==> src/rtl/ingress_command_sequencer.sv <==
// ingress_command_sequencer
// Splits one fetch job (base address, total length, chunk size) into a series
// of read-command packets. It issues one command at a time to the ingress
// interface command port, then snoops that interface's response handshake
// and counts returned data beats until the chunk is complete. When the last
// chunk has fully returned it pulses job_done.
//
// Ports:
//   clk, rst          clock and synchronous active-high reset
//   job_start         one-cycle start pulse, only honoured while idle
//   job_base_addr     first byte address of the job
//   job_total_len     total bytes to fetch
//   job_chunk_len     maximum bytes carried by one command
//   job_busy          high from accepted start until the done pulse
//   job_done          one-cycle pulse when the last chunk has returned
//   job_error         one-cycle pulse when a start is rejected (zero length)
//   cmd_valid         command packet valid (drives ext_input_valid)
//   cmd_accept        command accepted (from ext_input_accept)
//   cmd_payload       [127:64] address, [63:28] length, all other bits 0
//   rsp_valid         snooped ext_output_valid
//   rsp_accept        snooped ext_output_accept
module ingress_command_sequencer #(
  parameter int C_PACKET_WIDTH    = 128,
  parameter int C_BEAT_BYTES_LOG2 = 4
) (
  input  logic                      clk,
  input  logic                      rst,
  input  logic                      job_start,
  input  logic [63:0]               job_base_addr,
  input  logic [35:0]               job_total_len,
  input  logic [35:0]               job_chunk_len,
  output logic                      job_busy,
  output logic                      job_done,
  output logic                      job_error,
  output logic                      cmd_valid,
  input  logic                      cmd_accept,
  output logic [C_PACKET_WIDTH-1:0] cmd_payload,
  input  logic                      rsp_valid,
  input  logic                      rsp_accept
);

  typedef enum logic [3:0] {
    ST_IDLE     = 4'b0001,
    ST_ISSUE    = 4'b0010,
    ST_WAIT_RSP = 4'b0100,
    ST_DONE     = 4'b1000
  } state_t;

  // Added to a byte length before shifting so partial beats round up.
  localparam logic [36:0] BEAT_ROUND = (37'd1 << C_BEAT_BYTES_LOG2) - 37'd1;

  state_t      state_r;
  logic [63:0] addr_r;
  logic [35:0] remaining_r;
  logic [35:0] chunk_r;
  logic [35:0] cur_len_r;
  logic [36:0] beats_expected_r;
  logic [36:0] beats_seen_r;

  logic [35:0] cur_len_s;
  logic        rsp_beat_s;
  logic        last_beat_s;

  // Packs address and length into the command format; unused bits stay 0.
  function automatic logic [C_PACKET_WIDTH-1:0] make_packet(input logic [63:0] addr,
                                                            input logic [35:0] len);
    logic [C_PACKET_WIDTH-1:0] pkt;
    pkt          = '0;
    pkt[127:64]  = addr;
    pkt[63:28]   = len;
    return pkt;
  endfunction

  // Number of data beats needed for a byte length, rounded up. Done in 37 bits
  // so a near-maximum length cannot overflow the rounding add.
  function automatic logic [36:0] beat_count(input logic [35:0] len);
    return ({1'b0, len} + BEAT_ROUND) >> C_BEAT_BYTES_LOG2;
  endfunction

  // Size of the next command and detection of the beat that completes a chunk.
  always_comb begin
    cur_len_s   = chunk_r;
    rsp_beat_s  = rsp_valid & rsp_accept;
    last_beat_s = 1'b0;
    if (remaining_r < chunk_r) begin
      cur_len_s = remaining_r;
    end else begin
      cur_len_s = chunk_r;
    end
    if (rsp_beat_s && ((beats_seen_r + 37'd1) == beats_expected_r)) begin
      last_beat_s = 1'b1;
    end else begin
      last_beat_s = 1'b0;
    end
  end

  // Sequencer FSM with all outputs registered.
  always_ff @(posedge clk) begin
    if (rst) begin
      state_r          <= ST_IDLE;
      addr_r           <= 64'd0;
      remaining_r      <= 36'd0;
      chunk_r          <= 36'd0;
      cur_len_r        <= 36'd0;
      beats_expected_r <= 37'd0;
      beats_seen_r     <= 37'd0;
      job_busy         <= 1'b0;
      job_done         <= 1'b0;
      job_error        <= 1'b0;
      cmd_valid        <= 1'b0;
      cmd_payload      <= '0;
    end else begin
      job_done  <= 1'b0;
      job_error <= 1'b0;
      case (state_r)
        ST_IDLE: begin
          if (job_start) begin
            if ((job_total_len == 36'd0) || (job_chunk_len == 36'd0)) begin
              job_error <= 1'b1;
            end else begin
              addr_r      <= job_base_addr;
              remaining_r <= job_total_len;
              chunk_r     <= job_chunk_len;
              job_busy    <= 1'b1;
              state_r     <= ST_ISSUE;
            end
          end
        end
        ST_ISSUE: begin
          // First cycle in the state loads the packet; it then stays frozen
          // until the handshake.
          if (!cmd_valid) begin
            cmd_valid   <= 1'b1;
            cmd_payload <= make_packet(addr_r, cur_len_s);
            cur_len_r   <= cur_len_s;
          end else if (cmd_accept) begin
            cmd_valid        <= 1'b0;
            beats_expected_r <= beat_count(cur_len_r);
            beats_seen_r     <= 37'd0;
            addr_r           <= addr_r + {28'd0, cur_len_r};
            remaining_r      <= remaining_r - cur_len_r;
            state_r          <= ST_WAIT_RSP;
          end
        end
        ST_WAIT_RSP: begin
          if (rsp_beat_s) begin
            beats_seen_r <= beats_seen_r + 37'd1;
          end
          if (last_beat_s) begin
            if (remaining_r == 36'd0) begin
              state_r <= ST_DONE;
            end else begin
              state_r <= ST_ISSUE;
            end
          end
        end
        ST_DONE: begin
          job_done <= 1'b1;
          job_busy <= 1'b0;
          state_r  <= ST_IDLE;
        end
        default: begin
          state_r   <= ST_IDLE;
          cmd_valid <= 1'b0;
          job_busy  <= 1'b0;
        end
      endcase
    end
  end

endmodule

==> config.mk <==
export PLATFORM = sky130hd
export DESIGN_NAME = ingress_command_sequencer
export DESIGN_NICKNAME = d
export VERILOG_FILES = /design/src/rtl/ingress_command_sequencer.sv
export SDC_FILE = /design/constraint.sdc
export NUM_CORES = 1
export LEC_CHECK = 0
export BUFFER_PORTS_ARGS = -buffer_cell sky130_fd_sc_hd__buf_2
export CAP_MARGIN = 20
export CORE_MARGIN = 1.5
export CORE_UTILIZATION = 60
export CTS_CLUSTER_SIZE = 30
export DETAILED_ROUTE_END_ITERATION = 6
export GPL_ROUTABILITY_DRIVEN = 0
export PLACE_DENSITY = 0.85
export SLEW_MARGIN = 5
export SYNTH_ARGS = -nofsm -noshare
export SYNTH_HDL_FRONTEND = slang
export SYNTH_SLANG_ARGS = --single-unit
==> constraint.sdc <==
create_clock -name clk -period 6.5 [get_ports clk]
set_input_delay 0.975 -clock clk [delete_from_list [all_inputs] [get_ports clk]]
set_output_delay 0.975 -clock clk [all_outputs]
set_load 0.02 [all_outputs]
**Word level (Yosys, flattened, before mapping)**

Cells that the tools add are included.

- Add/sub/neg operators: 4
- $mul: 0
- Div/mod/pow operators: 0
- $lt $le $gt $ge: 1
- Eq/ne operators: 11
- Shift-type cells: 0
- Mux-type cells: 31
- Bitwise logic cells: 6
- Reduce and logical (&&, ||, !) cells: 17

Operator list:

| operator | count |
|---|---|
| $mux W64 | 4 |
| $mux W36 | 5 |
| $pmux W64 S2 | 1 |
| $mux W37 | 3 |
| $logic_not A36 Y1 | 3 |
| $pmux W37 S2 | 1 |
| $pmux W36 S2 | 1 |
| $add A64 B36 Y64 | 1 |
| $add A36 B4 Y37 const B | 1 |
| $add A37 B1 Y37 const B | 1 |
| $eq A37 B33 Y1 | 1 |
| $lt A36 B36 Y1 | 1 |
| $sub A36 B36 Y36 | 1 |
| $mux W4 | 6 |
| $ne A2 B2 Y1 const B | 6 |
| $pmux W4 S3 | 1 |
| $reduce_and A5 Y1 | 2 |
| $reduce_and A3 Y1 | 3 |
| $mux W1 | 7 |
| $reduce_or A3 Y1 | 2 |
| $not A1 Y1 | 5 |
| $eq A4 B1 Y1 const B | 1 |
| $eq A4 B2 Y1 const B | 1 |
| $eq A4 B3 Y1 const B | 1 |
| other kinds (9) | 11 |

- Flip-flop bits (word level): 350
- Latch bits: 0
- Bits in writable memories: 0
- Memory bits (read-only): 0
- Bits of input ports: 142
- Output and inout bits: 132
- Word-level logic and storage cells: 82
- Memories kept: 0

**Longest topological paths before layout**

Gate-level depths: netlist of the first run.

- Depth in word-level cells: 6
- Gate-level depth with buffers: 15
- Gate-level depth less buffers: 14

**Worst setup path before layout of the first run**

Ideal clock, no wire load.

- Path type: reg2reg
- Start: register cur_len_r[1]
- End: register beats_expected_r[32]
- Setup time: 0.070 ns
- Data arrival time: 3.365 ns
- Setup slack: 3.065 ns
- Stages on the path, launching flop included: 12
- Clock period less this slack: 3.435 ns
- Cell sequence: dfxtp_1 > o41a_2 > nand4_1 > nor4_2 > nand4_1 > nor4_2 > nand4_1 > or4_4 > nor4b_2 > nand4_1 > or3_1 > a21oi_1

- Cells in the longest elaborated chain, start to end: 1

Ends and longest elaborated chain:

| what | RTL line | text |
|---|---|---|
| from (decl) | 56 | `logic [35:0] cur_len_r;` |
| from (signal assigned) | 135 | `cur_len_r <= cur_len_s;` |
| $add A36 B4 Y37 | 77 | `return ({1'b0, len} + BEAT_ROUND) >> C_BEAT_BYTES_LOG2;` |
| to (signal assigned) | 138 | `beats_expected_r <= beat_count(cur_len_r);` |
| to (decl) | 57 | `logic [36:0] beats_expected_r;` |

Every way passes these cells.
A chain may end at the register's enable or synchronous reset.

**Final worst setup path of the first run**

- Start: register beats_seen_r[0]
- End: register state_r[1]

- Cells in the longest elaborated chain, start to end: 6

Ends and longest elaborated chain:

| what | RTL line | text |
|---|---|---|
| from (decl) | 58 | `logic [36:0] beats_seen_r;` |
| from (signal assigned) | 147 | `beats_seen_r <= beats_seen_r + 37'd1;` |
| $add A37 B1 Y37 | 90 | `if (rsp_beat_s && ((beats_seen_r + 37'd1) == beats_expected_r)) begin` |
| $eq A37 B33 Y1 | 90 |  |
| $logic_and A1 B1 Y1 | 90 |  |
| $mux W1 | 90 |  |
| $ne A2 B2 Y1 (no line) | - |  |
| $reduce_and A5 Y1 (no line) | - |  |
| to (signal assigned) | 100 | `state_r <= ST_IDLE;` |
| to (signal assigned) | 125 | `state_r <= ST_ISSUE;` |
| to (signal assigned) | 142 | `state_r <= ST_WAIT_RSP;` |
| to (decl) | 52 | `state_t state_r;` |

Every way passes these cells.

==> summary.txt, run 1 <==
Power and ir drop
  • Net switching power: between 0.003 and 0.004 W
  • Pint: roughly 0.0046 W
  • Seq pwr share: between 30% and 40%
  • Pwr per Cell Area: between 300 and 400 nW/µm²
  • Total power draw: around 0.0076 W
  • Gate power share: between 40% and 50%
  • Clk pwr share: a little over a quarter
  • Sw Ratio: between 30% and 40%
  • Worst VDD drop: about 240 µV
  • Static leakage: 8.87 nW

Routing
  • # DRC: 0
  • Wirelength per Cell: roughly 19 µm
  • 1st-iter DRT viols: roughly 2400
  • Post-Route WL: about 63000 µm
  • Vias after detailed routing: between 20000 and 25000
  • Detailed Routing Iterations Pass 1: 7
  • Post-route ant nets: 0
  • Vias per inst: 6.43

STA
  • Final setup viols: 0
  • Final hold violations: 0
  • Relative slew slack: about 29%
  • Period utilization: 67.3%
  • RSZ-0062 raised after global routing: false
  • Post-route setup slack: between 2 and 2.5 ns
  • Max-slew violation count: 0
  • Fmax achieved: 229 MHz
  • Setup TNS: 0 ns
  • Setup Skew: between 0.02 and 0.03 ns
  • Worst-Margin Slew: about 1.1 ns
  • Final Critical Period: about 4.4 ns

GRT
  • Initial antenna violation count: 3
  • First-pass GRT wire length: 98400 µm
  • Vias in the first global route: roughly 19000
  • Total Routing Usage GR: a little over a third
  • Largest net degree at the start of global routing: 129
  • Total gr overflow: 0

Die
  • I/O pins: 274
  • Core area: ~32000 µm²
  • Die area: ~34000 µm²
  • Rows: 66
  • Die H: ~180 µm
  • Die W: around 180 µm
  • Initial Utilization: between 60% and 70%

Setup path
  • CP max FO: 11
  • Crit path kind: flip-flop to flip-flop
  • Crit start category: flip-flop
  • CP arrival: between 4 and 5 ns
  • CP Capture Type: flip-flop
  • CP required: roughly 7.0 ns

Yosys
  • Ys flop type: dfxtp_1
  • Post-synthesis cell count: 2635
  • Sequential area share after synthesis: a little under a third
  • Post-synth EDFFs: 0
  • Seq cells post-synth: between 300 and 400
  • YS warnings: 0
  • Async set-or-reset flop fraction in the synthesized netlist: 0%
  • Syn_area_per_cell: between 7 and 8 µm²
  • Cell variety after synth: 71
  • Synth Cell Area: about 20000 µm²

Final layout
  • Commonest non-fill, non-tap cell in the layout: nand2_1
  • Final std cells w/o fill: roughly 3200
  • Most frequent cells in the layout: 384 x nand2_1, 314 x dfxtp_1, 265 x a21oi_1
  • Area grow syn2layout: 12.6%
  • Layout cells sized above 1: between 10% and 20%
  • # nets final: just over 3000
  • Final Core Density: 68.5%

CTS
  • CTS Buffer Depth: 3
  • Clk root buf: clkbuf_16
  • Postcts setup bufs: 0
  • Worst-Skew Late Latency: 0.54 ns
  • Post_cts resized: 0
  • CTS Hold Bufs: 0
  • CTS tree: yes
  • Num CTS Buffers: 36
  • Clock transition at path regs: approximately 0.060 ns
  • Sink Count: 314
  • H-Tree Depth: 2

Placed design
  • Post-DP HPWL: about 45000 µm
  • Placement Setup Slack: 2.21 ns
  • Placed Cells: ~3200
  • I/O Buffers: roughly 250

Run status
  • Status: complete, no violations

Hold path
  • Hold Path Class: flip-flop to flip-flop

Run
  • Max Cap Violations: 0
[per-layer routing]
metal	global-route usage (%)	share of wire, %	up-vias
met4	22.5	6.7	4
met5	0	0.033	-
li1	-	-	9659
met3	7.57	11	301
met2	55.7	44	1249
met1	45.5	39	9626
[Yosys cell counts, types with 28 or more instances]
library cell  number  share of area, %
clkbuf_1         148               2.8
a31oi_1           36               1.1
a21o_1            48               1.8
ha_1             107               6.8
o21ai_0          123               3.1
nand4_1           36               1.1
nor4_1            50               1.6
a211oi_1         102               3.9
nand2_1          384               7.3
nor2_1           257               4.9
nand3_1           68               1.7
dfxtp_1          314                32
xnor2_1          102               4.5
buf_4             28               1.1
xor2_1            28               1.2
mux2i_1           46               2.3
inv_1            101               1.9
and3_1            31              0.98
a21oi_1          266               6.7
a311oi_1          36               1.6
nor3_1            55               1.4
[state kept, by name, indices dropped and copies added, names as in the netlist]
signal / flops
beats_expected_r: 33
addr_r: 64
beats_seen_r: 37
job_done: 1
cmd_valid: 1
cur_len_r: 35
chunk_r: 36
state_r: 4
remaining_r: 36
job_error: 1
cmd_payload: 65
job_busy: 1
[path summary, 6_finish.rpt]
kind | slack (ns) | start | end | cells after the start
worst max-delay path | 2.13 | beats_seen_r[0]$_SDFFE_PP0P_ | state_r[1]$_SDFFE_PP0P_ | 12
worst min-delay path | 0.45 | cmd_payload[122]$_SDFFE_PP0P_ | cmd_payload[122]$_SDFFE_PP0P_ | 2
worst max register to register | 2.13 | beats_seen_r[0]$_SDFFE_PP0P_ | state_r[1]$_SDFFE_PP0P_ | 12
worst min register to register | 0.45 | cmd_payload[122]$_SDFFE_PP0P_ | cmd_payload[122]$_SDFFE_PP0P_ | 2
[per-stage QoR]
stage / area, µm² / hold WS, ns
floorplan: 19900 / 0.440
global placement: 21000 / 0.441
detailed placement: 21000 / 0.444
CTS: 22200 / 0.452
global route: 22200 / 0.464
finish: 22200 / 0.450
[kinds of logic after synthesis]
group / after synthesis / share of synthesized area (%)
xor gates and xnor gates: 130 / 5.76
DFF: 314 / 31.8
buffers and inverters: 299 / 6.33
adders and majority gates: 109 / 6.98
other: 1 / 0.0190
and+or+nand+nor: 1002 / 23.5
AOI/OAI and AO/OA: 734 / 23.3
muxes: 46 / 2.33
[final cells by class]
cell class	count	area (µm²)
multi-input cells	2049	12400
fillers	2596	10200
flip-flops and latches	314	6290
repair buffers	270	1460
clock buffers	54	1100
well taps	442	553
inverters	102	383
clock inverters	7	73.8
diodes	2	5.00
[critical path, cell delays in order, from the launching register on]
cell	delay, ns
dfxtp_1	0.43
ha_1	0.31
and4_1	0.41
nand3_1	0.45
nor3_1	0.89
a21oi_1	0.16
nor4b_1	0.42
o2111ai_1	0.18
a2111o_1	0.48
or2_1	0.25
nor2_1	0.09
o21ai_1	0.07
a21oi_1	0.14
[power groups by stage]
| stage | Combinational (W) | Clock (W) | Sequential (W) |
|---|---|---|---|
| after floorplan | 0.00225 | 0 | 0.00243 |
| after global placement | 0.00284 | 0 | 0.00251 |
| after detailed placement | 0.00293 | 0 | 0.00252 |
| after CTS | 0.00296 | 0.00203 | 0.00248 |
| after global routing | 0.00334 | 0.00212 | 0.00252 |
| final | 0.00305 | 0.00202 | 0.00250 |
No activity file was read; power rests on OpenSTA's default activity.
==> run 2, diff against run 1 <==
--- a/config.mk
+++ b/config.mk
@@ -8,11 +8,11 @@
 export BUFFER_PORTS_ARGS = -buffer_cell sky130_fd_sc_hd__buf_2
 export CAP_MARGIN = 20
 export CORE_MARGIN = 1.5
-export CORE_UTILIZATION = 60
+export CORE_UTILIZATION = 53
 export CTS_CLUSTER_SIZE = 30
 export DETAILED_ROUTE_END_ITERATION = 6
 export GPL_ROUTABILITY_DRIVEN = 0
-export PLACE_DENSITY = 0.85
+export PLACE_DENSITY = 0.79
 export SLEW_MARGIN = 5
 export SYNTH_ARGS = -nofsm -noshare
 export SYNTH_HDL_FRONTEND = slang
==> constraint.sdc (replaced) <==
create_clock -name clk -period 3.8 [get_ports clk]
set_input_delay 0.57 -clock clk [delete_from_list [all_inputs] [get_ports clk]]
set_output_delay 0.57 -clock clk [all_outputs]
set_load 0.02 [all_outputs]
==> summary.txt, run 2 (synthesized netlist as in run 1, its figures left out) <==
Run status
  • Status: complete, no violations

Placed design
  • Post-DP HPWL: 47400 µm
  • I/O Buffers: around 250
  • Placement Setup Slack: between 0.1 and 0.15 ns
  • Placed Cells: 3249

Hold path
  • Hold Path Class: primary input to flip-flop
  • Worst hold path cell count: 3

GRT
  • Initial antenna violation count: 1
  • Vias in the first global route: 19400
  • First-pass GRT wire length: just over 100000 µm
  • Total Routing Usage GR: between 30 and 40%
  • Total gr overflow: 0
  • Largest net degree at the start of global routing: 160

Die
  • Die H: 196 µm
  • Core area: roughly 37000 µm²
  • Die W: 196 µm
  • Initial Utilization: 54.0%
  • Die area: between 30000 and 40000 µm²
  • Rows: 70
  • I/O pins: 274

STA
  • Fmax achieved: 280 MHz
  • Worst-Margin Slew: 0.899 ns
  • Max-slew violation count: 0
  • Final setup viols: 0
  • Relative slew slack: between 40% and 50%
  • Period utilization: between 90 and 100%
  • Setup Skew: ~0.019 ns
  • Final hold violations: 0
  • Post-route setup slack: 0.223 ns
  • Final Critical Period: roughly 3.6 ns

Setup path
  • CP arrival: about 4.1 ns
  • Crit path kind: flip-flop to flip-flop
  • CP required: around 4.3 ns
  • CP max FO: 6
  • R2R cell count: 11
  • CP Capture Type: flip-flop
  • Crit start category: flip-flop

Routing
  • Post-Route WL: between 60000 and 70000 µm
  • Detailed Routing Iterations Pass 1: 6
  • Vias after detailed routing: 20900
  • Post-route ant nets: 0
  • # DRC: 0
  • Vias per inst: approximately 6.3
  • Wirelength per Cell: roughly 20 µm
  • 1st-iter DRT viols: about 2300

CTS
  • Clock transition at path regs: roughly 0.060 ns
  • CTS tree: yes
  • Num CTS Buffers: 36
  • Clk root buf: clkbuf_16
  • CTS Hold Bufs: 0
  • Worst-Skew Late Latency: 0.56 ns
  • Sink Count: between 300 and 400
  • CTS Buffer Depth: 3
  • H-Tree Depth: 2

Power and ir drop
  • Worst VDD drop: 375 µV
  • Static leakage: roughly 9.2 nW
  • Pwr per Cell Area: between 500 and 600 nW/µm²
  • Total power draw: approximately 0.013 W

Final layout
  • Max FFs per register: 65
  • Commonest non-fill, non-tap cell in the layout: nand2_1
  • Final Core Density: just over 60%
  • Biggest regs: cmd_payload x65, addr_r x64, beats_seen_r x37
  • # nets final: just over 3000
  • Area grow syn2layout: 15.1%
  • Most frequent cells in the layout: 384 x nand2_1, 313 x dfxtp_1, 263 x a21oi_1
  • Final std cells w/o fill: 3317
  • Top reg by flops: cmd_payload
  • Layout cells sized above 1: ~14%

Run
  • Max Cap Violations: 0
==> run 2: through the flow <==
stage	hold slack, ns	TNS [ns]	instance area (µm²)
after global placement	0.439	0	21500
final	0.268	0	22700
after detailed placement	0.445	0	21500
after CTS	0.260	0	22700
after floorplan	0.440	0	19900
after global routing	0.276	-0.0185	22700
==> run 2: repair_timing <==
item                       in CTS  in global routing
setup buffers                   0                  1
resized for setup               0                  8
setup endpoints to repair       0                 19
==> run 2: report_power, final <==
| part | switching, W | internal [W] |
|---|---|---|
| combinational | 0.00331 | 0.00221 |
| sequential | 0.000541 | 0.00369 |
| clock | 0.00152 | 0.00211 |
| total | 0.00537 | 0.00801 |
==> run 2: path summary, 6_finish.rpt <==
kind                                                     from                                end  slack [ns]
worst max-delay path                cur_len_r[1]$_SDFFE_PP0P_  beats_expected_r[32]$_SDFFE_PP0P_        0.22
worst max register to register      cur_len_r[1]$_SDFFE_PP0P_  beats_expected_r[32]$_SDFFE_PP0P_        0.22
worst min register to register  cmd_payload[115]$_SDFFE_PP0P_      cmd_payload[115]$_SDFFE_PP0P_        0.45
worst min-delay path                         job_chunk_len[9]            chunk_r[9]$_SDFFE_PP0P_        0.27
==> run 2: worst max-delay path, stage by stage, from the launching register on <==
cell and delay, ns:
dfxtp_1 0.44, o41a_2 0.25, nand4_1 0.26, nor4_4 0.27, nand4_1 0.30, nor4_4 0.26
nand4_1 0.21, or4_4 0.52, nor4b_4 0.32, nand4_1 0.18, or3_1 0.33, a21oi_1 0.14
==> run 2: area by class of cell <==
class | instances | area [µm²]
Timing Repair Buffer | 317 | 1840
Multi-Input combinational cell | 2049 | 12400
Clock buffer | 48 | 1020
Tap cell | 468 | 586
Sequential cell | 314 | 6290
Fill cell | 3243 | 13900
Clock inverter | 18 | 210
Antenna cell | 1 | 2.50
Inverter | 102 | 383
==> run 2: routing by layer <==
layer / routed length [µm] / global-route usage (%)
met1: 25600 / 41.2
met2: 28900 / 52.7
met3: 6600 / 6.29
met4: 3920 / 18.8
met5: 0 / 0
